===== src/rtl/reg_scoreboard.sv =====
// reg_scoreboard: read-after-write hazard tracker for a 16-entry register file.
//
// Each register has a small in-flight counter. An issued instruction with a
// destination bumps that counter; a writeback (the register-file write port)
// drops it. Issue is refused while any register the instruction reads still
// has a write in flight, or when the destination counter is full.
//
// Ports:
//   clk, rst          clock; synchronous active-high reset
//   issue_valid       decode presents an instruction
//   issue_src1/src2   source registers (src2 only when issue_use_src2)
//   issue_dest        destination register (only when issue_wb_en)
//   issue_ready       combinational accept, independent of issue_valid
//   wb_wb_en/dest_wb  writeback port, shared with the register file
//   flush             squash everything in flight
//   busy_vec          registered: bit i set when register i has a write pending
//   inflight_total    registered running sum of all counters
//   stall_count       saturating count of cycles decode was held off
//   err_underflow     sticky: writeback seen for a register with nothing pending
module reg_scoreboard #(
  parameter int unsigned NUM_REGS = 16,
  parameter int unsigned ADDR_W   = 4,
  parameter int unsigned CNT_W    = 2,
  parameter int unsigned STALL_W  = 16
) (
  input  logic                clk,
  input  logic                rst,
  input  logic                issue_valid,
  input  logic [ADDR_W-1:0]   issue_src1,
  input  logic [ADDR_W-1:0]   issue_src2,
  input  logic                issue_use_src2,
  input  logic [ADDR_W-1:0]   issue_dest,
  input  logic                issue_wb_en,
  output logic                issue_ready,
  input  logic                wb_wb_en,
  input  logic [ADDR_W-1:0]   dest_wb,
  input  logic                flush,
  output logic [NUM_REGS-1:0] busy_vec,
  output logic [7:0]          inflight_total,
  output logic [STALL_W-1:0]  stall_count,
  output logic                err_underflow
);

  localparam logic [CNT_W-1:0] CntMax = '1;

  logic [CNT_W-1:0]    r_cnt [NUM_REGS];
  logic [NUM_REGS-1:0] r_busy;
  logic [7:0]          r_total;
  logic [STALL_W-1:0]  r_stall;
  logic                r_err;

  logic [CNT_W-1:0]    w_eff   [NUM_REGS];
  logic [CNT_W-1:0]    w_cnt_d [NUM_REGS];
  logic [NUM_REGS-1:0] w_wb_hit;
  logic [NUM_REGS-1:0] w_inc;
  logic [NUM_REGS-1:0] w_busy_d;
  logic                w_ready;
  logic                w_fire;
  logic                w_underflow;
  logic                w_stall_ev;
  logic [7:0]          w_total_d;

  // The register file writes on the falling edge, so a same-cycle writeback is
  // already visible to the issuing instruction: hazards use the post-writeback
  // count.
  always_comb begin
    for (int unsigned r = 0; r < NUM_REGS; r++) begin
      w_wb_hit[r] = wb_wb_en && (dest_wb == ADDR_W'(r)) && (r_cnt[r] != '0);
      w_eff[r]    = r_cnt[r] - CNT_W'(w_wb_hit[r]);
    end
  end

  always_comb begin
    w_ready = !flush
           && (w_eff[issue_src1] == '0)
           && (!issue_use_src2 || (w_eff[issue_src2] == '0))
           && (!issue_wb_en || (w_eff[issue_dest] != CntMax));
  end

  assign w_fire      = issue_valid && w_ready;
  assign w_underflow = wb_wb_en && !flush && (r_cnt[dest_wb] == '0);
  assign w_stall_ev  = issue_valid && !w_ready && !flush;

  always_comb begin
    for (int unsigned r = 0; r < NUM_REGS; r++) begin
      w_inc[r] = w_fire && issue_wb_en && (issue_dest == ADDR_W'(r));
      if (flush) begin
        w_cnt_d[r] = '0;
      end else begin
        w_cnt_d[r] = r_cnt[r] + CNT_W'(w_inc[r]) - CNT_W'(w_wb_hit[r]);
      end
      w_busy_d[r] = (w_cnt_d[r] != '0);
    end
  end

  // At most one increment and one decrement per cycle, so the running sum only
  // needs a +1/-1 adjustment rather than re-adding every counter.
  always_comb begin
    if (flush) begin
      w_total_d = '0;
    end else begin
      w_total_d = r_total + 8'(|w_inc) - 8'(|w_wb_hit);
    end
  end

  always_ff @(posedge clk) begin
    if (rst) begin
      for (int unsigned r = 0; r < NUM_REGS; r++) begin
        r_cnt[r] <= '0;
      end
      r_busy  <= '0;
      r_total <= '0;
      r_stall <= '0;
      r_err   <= 1'b0;
    end else begin
      for (int unsigned r = 0; r < NUM_REGS; r++) begin
        r_cnt[r] <= w_cnt_d[r];
      end
      r_busy  <= w_busy_d;
      r_total <= w_total_d;
      if (w_stall_ev && (r_stall != '1)) begin
        r_stall <= r_stall + 1'b1;
      end
      if (w_underflow) begin
        r_err <= 1'b1;
      end
    end
  end

  assign issue_ready    = w_ready;
  assign busy_vec       = r_busy;
  assign inflight_total = r_total;
  assign stall_count    = r_stall;
  assign err_underflow  = r_err;

endmodule


===== config.mk =====
export PLATFORM = sky130hd
export DESIGN_NAME = reg_scoreboard
export DESIGN_NICKNAME = d
export VERILOG_FILES = /design/src/rtl/reg_scoreboard.sv
export SDC_FILE = /design/constraint.sdc
export NUM_CORES = 1
export LEC_CHECK = 0
export BUFFER_PORTS_ARGS = -buffer_cell sky130_fd_sc_hd__buf_4
export CAP_MARGIN = 5
export CORE_MARGIN = 2
export CORE_UTILIZATION = 38
export DETAILED_ROUTE_END_ITERATION = 10
export GPL_ROUTABILITY_DRIVEN = 0
export PLACE_DENSITY = 0.63
export SLEW_MARGIN = 40
export SYNTH_ARGS = -nofsm -noshare
export SYNTH_HDL_FRONTEND = slang
export SYNTH_SLANG_ARGS = --single-unit

===== constraint.sdc =====
create_clock -name clk -period 5.2 [get_ports clk]
set_input_delay 1.04 -clock clk [delete_from_list [all_inputs] [get_ports clk]]
set_output_delay 1.04 -clock clk [all_outputs]
set_load 0.01 [all_outputs]

==> flow_summary.toml, run 1 <==
[sta]
slew_viol_final = 0
post-route-min-period_ns = 4.98
fin_hold_ws_ns = 0.471
fin_crit_sh_pct = 95.7
fmax_mhz = 201
finalWorstSetupSlack_ns = 0.222
finClkSkew_ns = 0.00926
tightestPinTransition_ns = 0.541
setup_violations = 0
maxSlewHeadroom_pct = 64.0
hold_viol = 0

[layout]
drive_gt1_share_pct = 20.8
syn_to_final_growth_pct = 21.2
insertedDiodeCount = 0
nNetsFinal = 690
final_cells = 777

[logic_synthesis]
synth.avg_cell_area_um2 = 8.31
ys.flop_type = "dfxtp_1"
yosysMostFrequentCell = "nor2_1"
synth_seq_cells = 73
synth_seq_area_share_pct = 31.8
syn_area_mm2 = 0.00459
synth.yosys.warnings = 0
synthCells = 552
synth_top_area_share_pct = 31.8
synthTopCellsByArea = "dfxtp_1, ha_1, nor2_1"
synth_common_cells = "nor2_1, dfxtp_1, inv_1"
synth_cell_types = 53
yosysTopAreaCell = "dfxtp_1"
synth_edf_count = 0
syn-num-nets = 617
postSynth.asyncResetShare_pct = 0

[critical_path]
worst_path_max_delay_cell = "or3b_2"
cp_cell_sequence = "buf_4, or3b_2, nor4_1, ha_1, xor2_2, o32ai_1, mux2i_1, a2111oi_1, and4_1, nand3_1, ha_1, inv_1, ha_1, fa_1, a21oi_1, o21bai_1, a21oi_1, nor2_1, nor2_1, xor2_1, nor2_1"
crit_type = "input port to flop"
crit_path_start_kind = "input port"
cp_slowest_stage_delay_ns = 0.52
cp.required_ns = 5.41
cp.arrival_ns = 5.19
endpoint_kind = "flop"
crit_path_max_fanout = 3

[grt]
antenna_found_initial = 0
grt_pass1_vias = 4173
grt_pass1_wl_um = 19900
overflow = 0
grt_usage_pct = 19.6
grt_max_degree = 29

[floorplanning]
dieHeight_um = 114
row_count = 40
die_area_mm2 = 0.0130
core_area_mm2 = 0.0119
num_io_pins = 65
fp.dieW_um = 114
initial_core_util_pct = 38.5

[min_path]
min_path_type = "flop to flop"

[routing]
drc = 0
wirelength_um = 12300
drtPass1Iterations = 5
vias = 4172
drt_iter0_markers = 203
drtAntennaViolNets = 0
vias_per_cell = 5.37
detail_route.wl_per_cell_um = 15.8

[clock_network]
cts-root-buf = "clkbuf_16"
cts_buffers = 9
clock-sinks = 73
cts_buffer_depth = 2
clkTransAtPathRegs_ns = 0.06
clkLatencyLatePin_ns = 0.34
cts_hold_buf = 0
tritoncts = "yes"
h-tree-depth = 3

[place]
place_ws_ns = -0.120
dp.cells = 761
port_buffers = 64
hpwlAfterDp_um = 9460

[power]
power_density_mw_per_mm2 = 230
vdd_drop_max_v = 0.000111
fin_total_pwr_mw = 1.28
p_leak_nw = 2.54

[flow_run]
maxCapViolCount = 0

[status]
status = "completed"
==> critical path, delay by kind of cell <==
family | cells | cell delay, ns
and+or+nand+nor | 7 | 1.43
adders and majority gates | 4 | 1.14
AOI/OAI and AO/OA | 5 | 1.04
xor gates and xnor gates | 2 | 0.26
buffers and inverters | 2 | 0.15
muxes | 1 | 0.13
==> kinds of logic after synthesis <==
family	Yosys count	synth area share [%]
xor+xnor	38	7.74
buf+inv	68	6.11
flops	73	31.8
fa+ha+maj	42	11.6
simple gates	247	27.7
mux	14	4.09
compound gates	70	10.9
==> power by group <==
group	internal (mW)	switching, mW	total (mW)
sequential	0.565	0.00410	0.569
combinational	0.0551	0.0810	0.136
clock	0.346	0.227	0.573
==> placed cells by master, fill, tap and decap left out, drive strengths merged, types with 6 or more instances in the layout <==
cell | synthesis | layout
a21oi | 14 | 14
xor2 | 18 | 18
nand3 | 7 | 7
nand2b | 10 | 10
dfxtp | 73 | 73
o21ai | 12 | 12
buf | 8 | 80
and2 | 20 | 20
mux2 | 8 | 8
clkbuf | 10 | 13
nor2 | 79 | 79
ha | 41 | 41
nor4 | 9 | 9
nand2 | 29 | 29
nand4 | 6 | 6
nor3 | 25 | 25
xnor2 | 20 | 20
inv | 50 | 50
or2 | 19 | 19
nor2b | 16 | 16
==> stage by stage <==
step	TNS, ns	cell area, um^2	util (%)
6_report	0	5560	46.7
5_1_grt	-0.00817	5560	46.7
4_1_cts	0	5560	46.6
3_5_place_dp	-0.205	5280	44.3
3_3_place_gp	0	5280	44.3
2_1_floorplan	0	4590	-
==> area by class of cell <==
cell class	instances	area [um^2]
clock buffer	13	260
clock inverter	3	15.0
fill	1196	6350
inverter	50	188
multi-input combinational	411	2850
sequential	73	1460
tap	147	184
timing repair buffer	80	601
==> flip-flops by register name (all words and copies together) (netlist names) <==
register,count
busy_vec,16
inflight_total,8
r_cnt,32
stall_count,16
err_underflow,1
==> final timing paths <==
| kind | from | to | slack [ns] | depth (start not counted) |
|---|---|---|---|---|
| worst max-delay path | dest_wb[2] | inflight_total[6] | 0.22 | 21 |
| worst min-delay path | err_underflow | err_underflow | 0.47 | 2 |
| worst max register to register | r_cnt[0][1] | inflight_total[6] | 1.14 | 20 |
| worst min register to register | err_underflow | err_underflow | 0.47 | 2 |
==> what timing repair did <==
item / CTS / global route
gates resized for setup: 0 / 2
setup endpoints to repair: 0 / 2
setup buffers: 0 / 0
==> per-layer routing <==
metal / vias to the layer above / part of all wire, % / global-route usage [%]
met3: 35 / 7.6 / 4.84
li1: 2043 / - / -
met5: - / 0 / 0
met1: 1937 / 43 / 23.9
met4: 0 / 3.1 / 8.86
met2: 157 / 47 / 32.8
Note: power is estimated with default switching activity, not from simulation.
==> run 2, diff against run 1 <==
--- a/config.mk
+++ b/config.mk
@@ -11,6 +11,7 @@
 export CORE_UTILIZATION = 38
 export DETAILED_ROUTE_END_ITERATION = 10
 export GPL_ROUTABILITY_DRIVEN = 0
+export MAX_ROUTING_LAYER = met4
 export PLACE_DENSITY = 0.63
 export SLEW_MARGIN = 40
 export SYNTH_ARGS = -nofsm -noshare
==> run 2 against run 1 <==
  * Register-to-register slack about the same
  * Utilization is the same
  * Die area is the same
  * Worst hold slack better by 0.0022 ns
  * Via count grew 0.65%
==> flow_summary.toml, run 2 (synthesis gave the netlist of run 1 again) <==
[sta]
maxSlewHeadroom_pct = 63.9
tightestPinTransition_ns = 0.541
finClkSkew_ns = 0.00888
hold_viol = 0
finalWorstSetupSlack_ns = 0.225
slew_viol_final = 0
fin_hold_ws_ns = 0.473
tns_ns = 0
setup_violations = 0
post-route-min-period_ns = 4.98
fmax_mhz = 201
fin_crit_sh_pct = 95.7

[floorplanning]
num_io_pins = 65
initial_core_util_pct = 38.5
fp.dieW_um = 114
dieHeight_um = 114
die_area_mm2 = 0.0130
core_area_mm2 = 0.0119
row_count = 40

[place]
hpwlAfterDp_um = 9460
place_ws_ns = -0.120
placed_cell_area_mm2 = 0.00528
port_buffers = 64

[clock_network]
clkLatencyLatePin_ns = 0.34
cts-root-buf = "clkbuf_16"
cts_setup_buffers = 0
tritoncts = "yes"
clock-sinks = 73
h-tree-depth = 3
cts_buffers = 9
clkTransAtPathRegs_ns = 0.06
cts_buffer_depth = 2

[power]
power_density_mw_per_mm2 = 230
p_leak_nw = 2.54
seqPwrFrac_pct = 44.5
switchingPower_uw = 313
p_comb_share_pct = 10.7
internal-power_uw = 966
switching_share_pct = 24.5
clkPwrFrac_pct = 44.9
fin_total_pwr_mw = 1.28
vdd_drop_max_v = 0.000112

[routing]
drc = 0
drtPass1Iterations = 5
vias = 4199
detail_route.wl_per_cell_um = 15.8
vias_per_cell = 5.40
drt_iter0_markers = 198
drtAntennaViolNets = 0
wirelength_um = 12300

[grt]
antenna_found_initial = 0
grt_usage_pct = 20.3
grt_pass1_wl_um = 19900
overflow = 0
grt_pass1_vias = 4169
grt_max_degree = 29

[critical_path]
cp.required_ns = 5.41
cp-startpoint = "dest_wb[2]"
crit_path_start_kind = "input port"
endpoint_kind = "flop"
crit_type = "input port to flop"
cp.arrival_ns = 5.19
crit_path_max_fanout = 3
timing.rr.start = "r_cnt[0][1]"

[layout]
largest_reg_flops = 32
fin_area_mm2 = 0.00556
final_common_cell = "buf_4"
nNetsFinal = 690
insertedDiodeCount = 0
regMostFlops = "r_cnt"
syn_to_final_growth_pct = 21.2
drive_gt1_share_pct = 20.8
most-common-layout-cells = "buf_4, nor2_1, dfxtp_1"

[status]
status = "completed"

[flow_run]
maxCapViolCount = 0

[min_path]
hp-start = "err_underflow"
min_path_type = "flop to flop"
==> run 2: cell counts in the layout (fill, tap and decap cells not counted) <==
No cell type changed its count.
==> run 2: metal layers <==
metal | GRT usage [%] | part of all wire, % | up-vias
met3 | 4.36 | 7.3 | 29
met1 | 24.0 | 43 | 1955
met4 | 10.1 | 2.7 | 0
li1 | - | - | 2043
met2 | 32.8 | 47 | 172
met5 | - | 0 | -
==> run 2: area by class of cell <==
| class | count | area [um^2] |
|---|---|---|
| clock buffers | 13 | 260 |
| clock inverters | 3 | 15.0 |
| fillers | 1196 | 6350 |
| inverters | 50 | 188 |
| multi-input cells | 411 | 2850 |
| flip-flops and latches | 73 | 1460 |
| well taps | 147 | 184 |
| repair buffers | 80 | 601 |
==> run 2: repair_timing <==
action,in CTS,in global routing
setup endpoints to repair,0,2
resized for setup,0,2
hold buffers,0,0
==> run 2: path summary, 6_finish.rpt <==
kind	end	slack, ns	depth (start not counted)
worst max-delay path	inflight_total[6]	0.22	21
worst min-delay path	err_underflow	0.47	2
worst max register to register	inflight_total[6]	1.14	20
worst min register to register	err_underflow	0.47	2
==> run 2: power by group through the flow <==
stage | registers, mW | logic, mW | clock network [mW]
after floorplan | 0.583 | 0.0766 | 0
after global placement | 0.581 | 0.131 | 0
after detailed placement | 0.581 | 0.134 | 0
after CTS | 0.569 | 0.134 | 0.592
after global routing | 0.569 | 0.148 | 0.617
final | 0.569 | 0.136 | 0.574
==> run 2: metrics by stage <==
| stage | std cells | utilization [%] |
|---|---|---|
| after floorplan | 552 | - |
| after global placement | 761 | 44.3 |
| after detailed placement | 761 | 44.3 |
| after CTS | 777 | 46.6 |
| after global routing | 777 | 46.7 |
| final | 777 | 46.7 |
==> run 2: critical path, stage by stage <==
cell and delay [ns]:
buf_4 0.11, or3b_2 0.52, nor4_1 0.28, ha_1 0.25, xor2_2 0.10, o32ai_1 0.28
mux2i_1 0.13, a2111oi_1 0.34, and4_1 0.28, nand3_1 0.14, ha_1 0.31, inv_1 0.04
ha_1 0.19, fa_1 0.40, a21oi_1 0.14, o21bai_1 0.11, a21oi_1 0.17, nor2_1 0.05
nor2_1 0.11, xor2_1 0.16, nor2_1 0.05
==> run 3, diff against run 2 <==
--- a/config.mk
+++ b/config.mk
@@ -12,7 +12,7 @@
 export DETAILED_ROUTE_END_ITERATION = 10
 export GPL_ROUTABILITY_DRIVEN = 0
 export MAX_ROUTING_LAYER = met4
-export PLACE_DENSITY = 0.63
+export PLACE_DENSITY = 0.61
 export SLEW_MARGIN = 40
 export SYNTH_ARGS = -nofsm -noshare
 export SYNTH_HDL_FRONTEND = slang
==> constraint.sdc (replaced) <==
create_clock -name clk -period 5.86 [get_ports clk]
set_input_delay 1.172 -clock clk [delete_from_list [all_inputs] [get_ports clk]]
set_output_delay 1.172 -clock clk [all_outputs]
set_load 0.01 [all_outputs]
==> run 3 against run 2 <==
  * Sequential share of layout area about the same
  * Clock skew decreased by 0.0033 ns
  * Worst hold slack improved by 0.017 ns
  * Clock power increased by 25%
  * Register-to-register slack improved by 0.57 ns
  * Cell area increased by 0.14%
  * First-iteration DRC count increased by 43%
  * Sequential cell count unchanged
  * Die area unchanged
  * Largest cell class unchanged
  * Highest routed layer unchanged
==> flow_summary.toml, run 3 (synthesis gave the netlist of run 1 again) <==
[status]
status = "completed"

[floorplanning]
core_area_mm2 = 0.0119
fp.dieW_um = 114
dieHeight_um = 114
initial_core_util_pct = 38.5
num_io_pins = 65
row_count = 40
die_area_mm2 = 0.0130

[critical_path]
crit_type = "input port to flop"
r2r_end = "inflight_total[6]"
cp.required_ns = 6.07
crit_path_max_fanout = 8
cp.arrival_ns = 5.50
r2r_cells = 20
r2r_setup_slack_ns = 1.71
endpoint_kind = "flop"
timing.rr.start = "r_cnt[0][1]"
crit_path_start_kind = "input port"

[layout]
insertedDiodeCount = 0
regMostFlops = "r_cnt"
syn_to_final_growth_pct = 21.3
largest_reg_flops = 32
drive_gt1_share_pct = 19.0
most-common-layout-cells = "nor2_1, dfxtp_1, buf_4"
final_common_cell = "nor2_1"
fill_cells = 1171
nNetsFinal = 676

[sta]
tightestPinTransition_ns = 0.526
setup_violations = 0
fin_crit_sh_pct = 90.2
post-route-min-period_ns = 5.28
fmax_mhz = 189
rsz0062_at_grt = "no"
hold_viol = 0
slew_viol_final = 0
fin_hold_ws_ns = 0.490
finalWorstSetupSlack_ns = 0.576
maxSlewHeadroom_pct = 64.6
finClkSkew_ns = 0.00555
tns_ns = 0

[place]
place_ws_ns = 0.227
port_buffers = 64
hpwlAfterDp_um = 9100

[clock_network]
cts_resized = 0
cts-root-buf = "clkbuf_16"
clkLatencyLatePin_ns = 0.34
tritoncts = "yes"
cts_setup_buffers = 0
clkTransAtPathRegs_ns = 0.06
cts_buffer_depth = 2
cts_buffers = 9
cts_hold_buf = 0
h-tree-depth = 3
clock-sinks = 73

[grt]
grt_pass1_wl_um = 20100
grt_max_degree = 29
overflow = 0
grt_pass1_vias = 4154
grt_usage_pct = 20.3
antenna_found_initial = 0

[min_path]
hp-start = "err_underflow"
min_path_type = "flop to flop"
holdPathEnd = "err_underflow"
holdPathStages = 2

[routing]
vias = 4135
detail_route.wl_per_cell_um = 15.7
drc = 0
wirelength_um = 12000
vias_per_cell = 5.42
drt_iter0_markers = 284
drtPass1Iterations = 5
drtAntennaViolNets = 0

[power]
p_leak_nw = 2.52
vdd_drop_max_v = 0.000161
power_density_mw_per_mm2 = 240

[flow_run]
maxCapViolCount = 0
## run 3: area by class of cell
class	count	area [um^2]	area share [%]
Multi-Input combinational cell	411	2850	51.1
Sequential cell	73	1460	26.2
Timing Repair Buffer	66	495	8.90
Clock buffer	11	243	4.36
Inverter	50	188	3.37
Tap cell	147	184	3.30
Clock inverter	5	150	2.70
## run 3: how the worst max path moves through the flow
stage,startpoint,endpoint,slack [ns],depth (start not counted)
after floorplan,dest_wb[0],inflight_total[6],0.62,24
after global placement,dest_wb[2],inflight_total[6],0.44,21
after detailed placement,dest_wb[2],inflight_total[6],0.23,21
after CTS,dest_wb[2],inflight_total[6],0.60,21
after global routing,dest_wb[2],inflight_total[6],0.19,21
final,dest_wb[2],inflight_total[6],0.58,21
## run 3: stage by stage
step,area [um^2],cells,utilization [%],power (mW)
6_report,5570,763,46.8,1.34
5_1_grt,5570,763,46.8,1.39
4_1_cts,5570,763,46.8,1.35
3_5_place_dp,5180,747,43.5,0.629
3_3_place_gp,5180,747,43.5,0.627
2_1_floorplan,4590,552,-,0.585
## run 3: power by group
part	internal (mW)	switching, mW	leakage [nW]
registers	0.501	0.00391	0.588
clock network	0.513	0.204	0.190
logic	0.0449	0.0697	1.74
## run 3: routing by layer
metal  global-route usage (%)  part of all wire [%]  up-vias
met5                        -                     0        -
met4                     7.40                   2.4        0
met3                     6.22                   8.1       23
met2                     32.7                    47      155
met1                     24.1                    43     1931
li1                         -                     -     2026
## run 3: worst max-delay path: stages
cell       delay, ns
buf_4           0.13
or3b_2          0.55
nor4_1          0.27
ha_1            0.24
xor2_2          0.11
o32ai_1         0.37
a2111oi_2       0.13
nor4_1          0.24
and4_1          0.25
nand3_1         0.20
ha_1            0.34
inv_1           0.04
ha_1            0.20
fa_1            0.42
a21oi_1         0.18
o21bai_1        0.11
a21oi_1         0.16
nor2_1          0.06
nor2_1          0.11
xor2_1          0.16
nor2_1          0.05
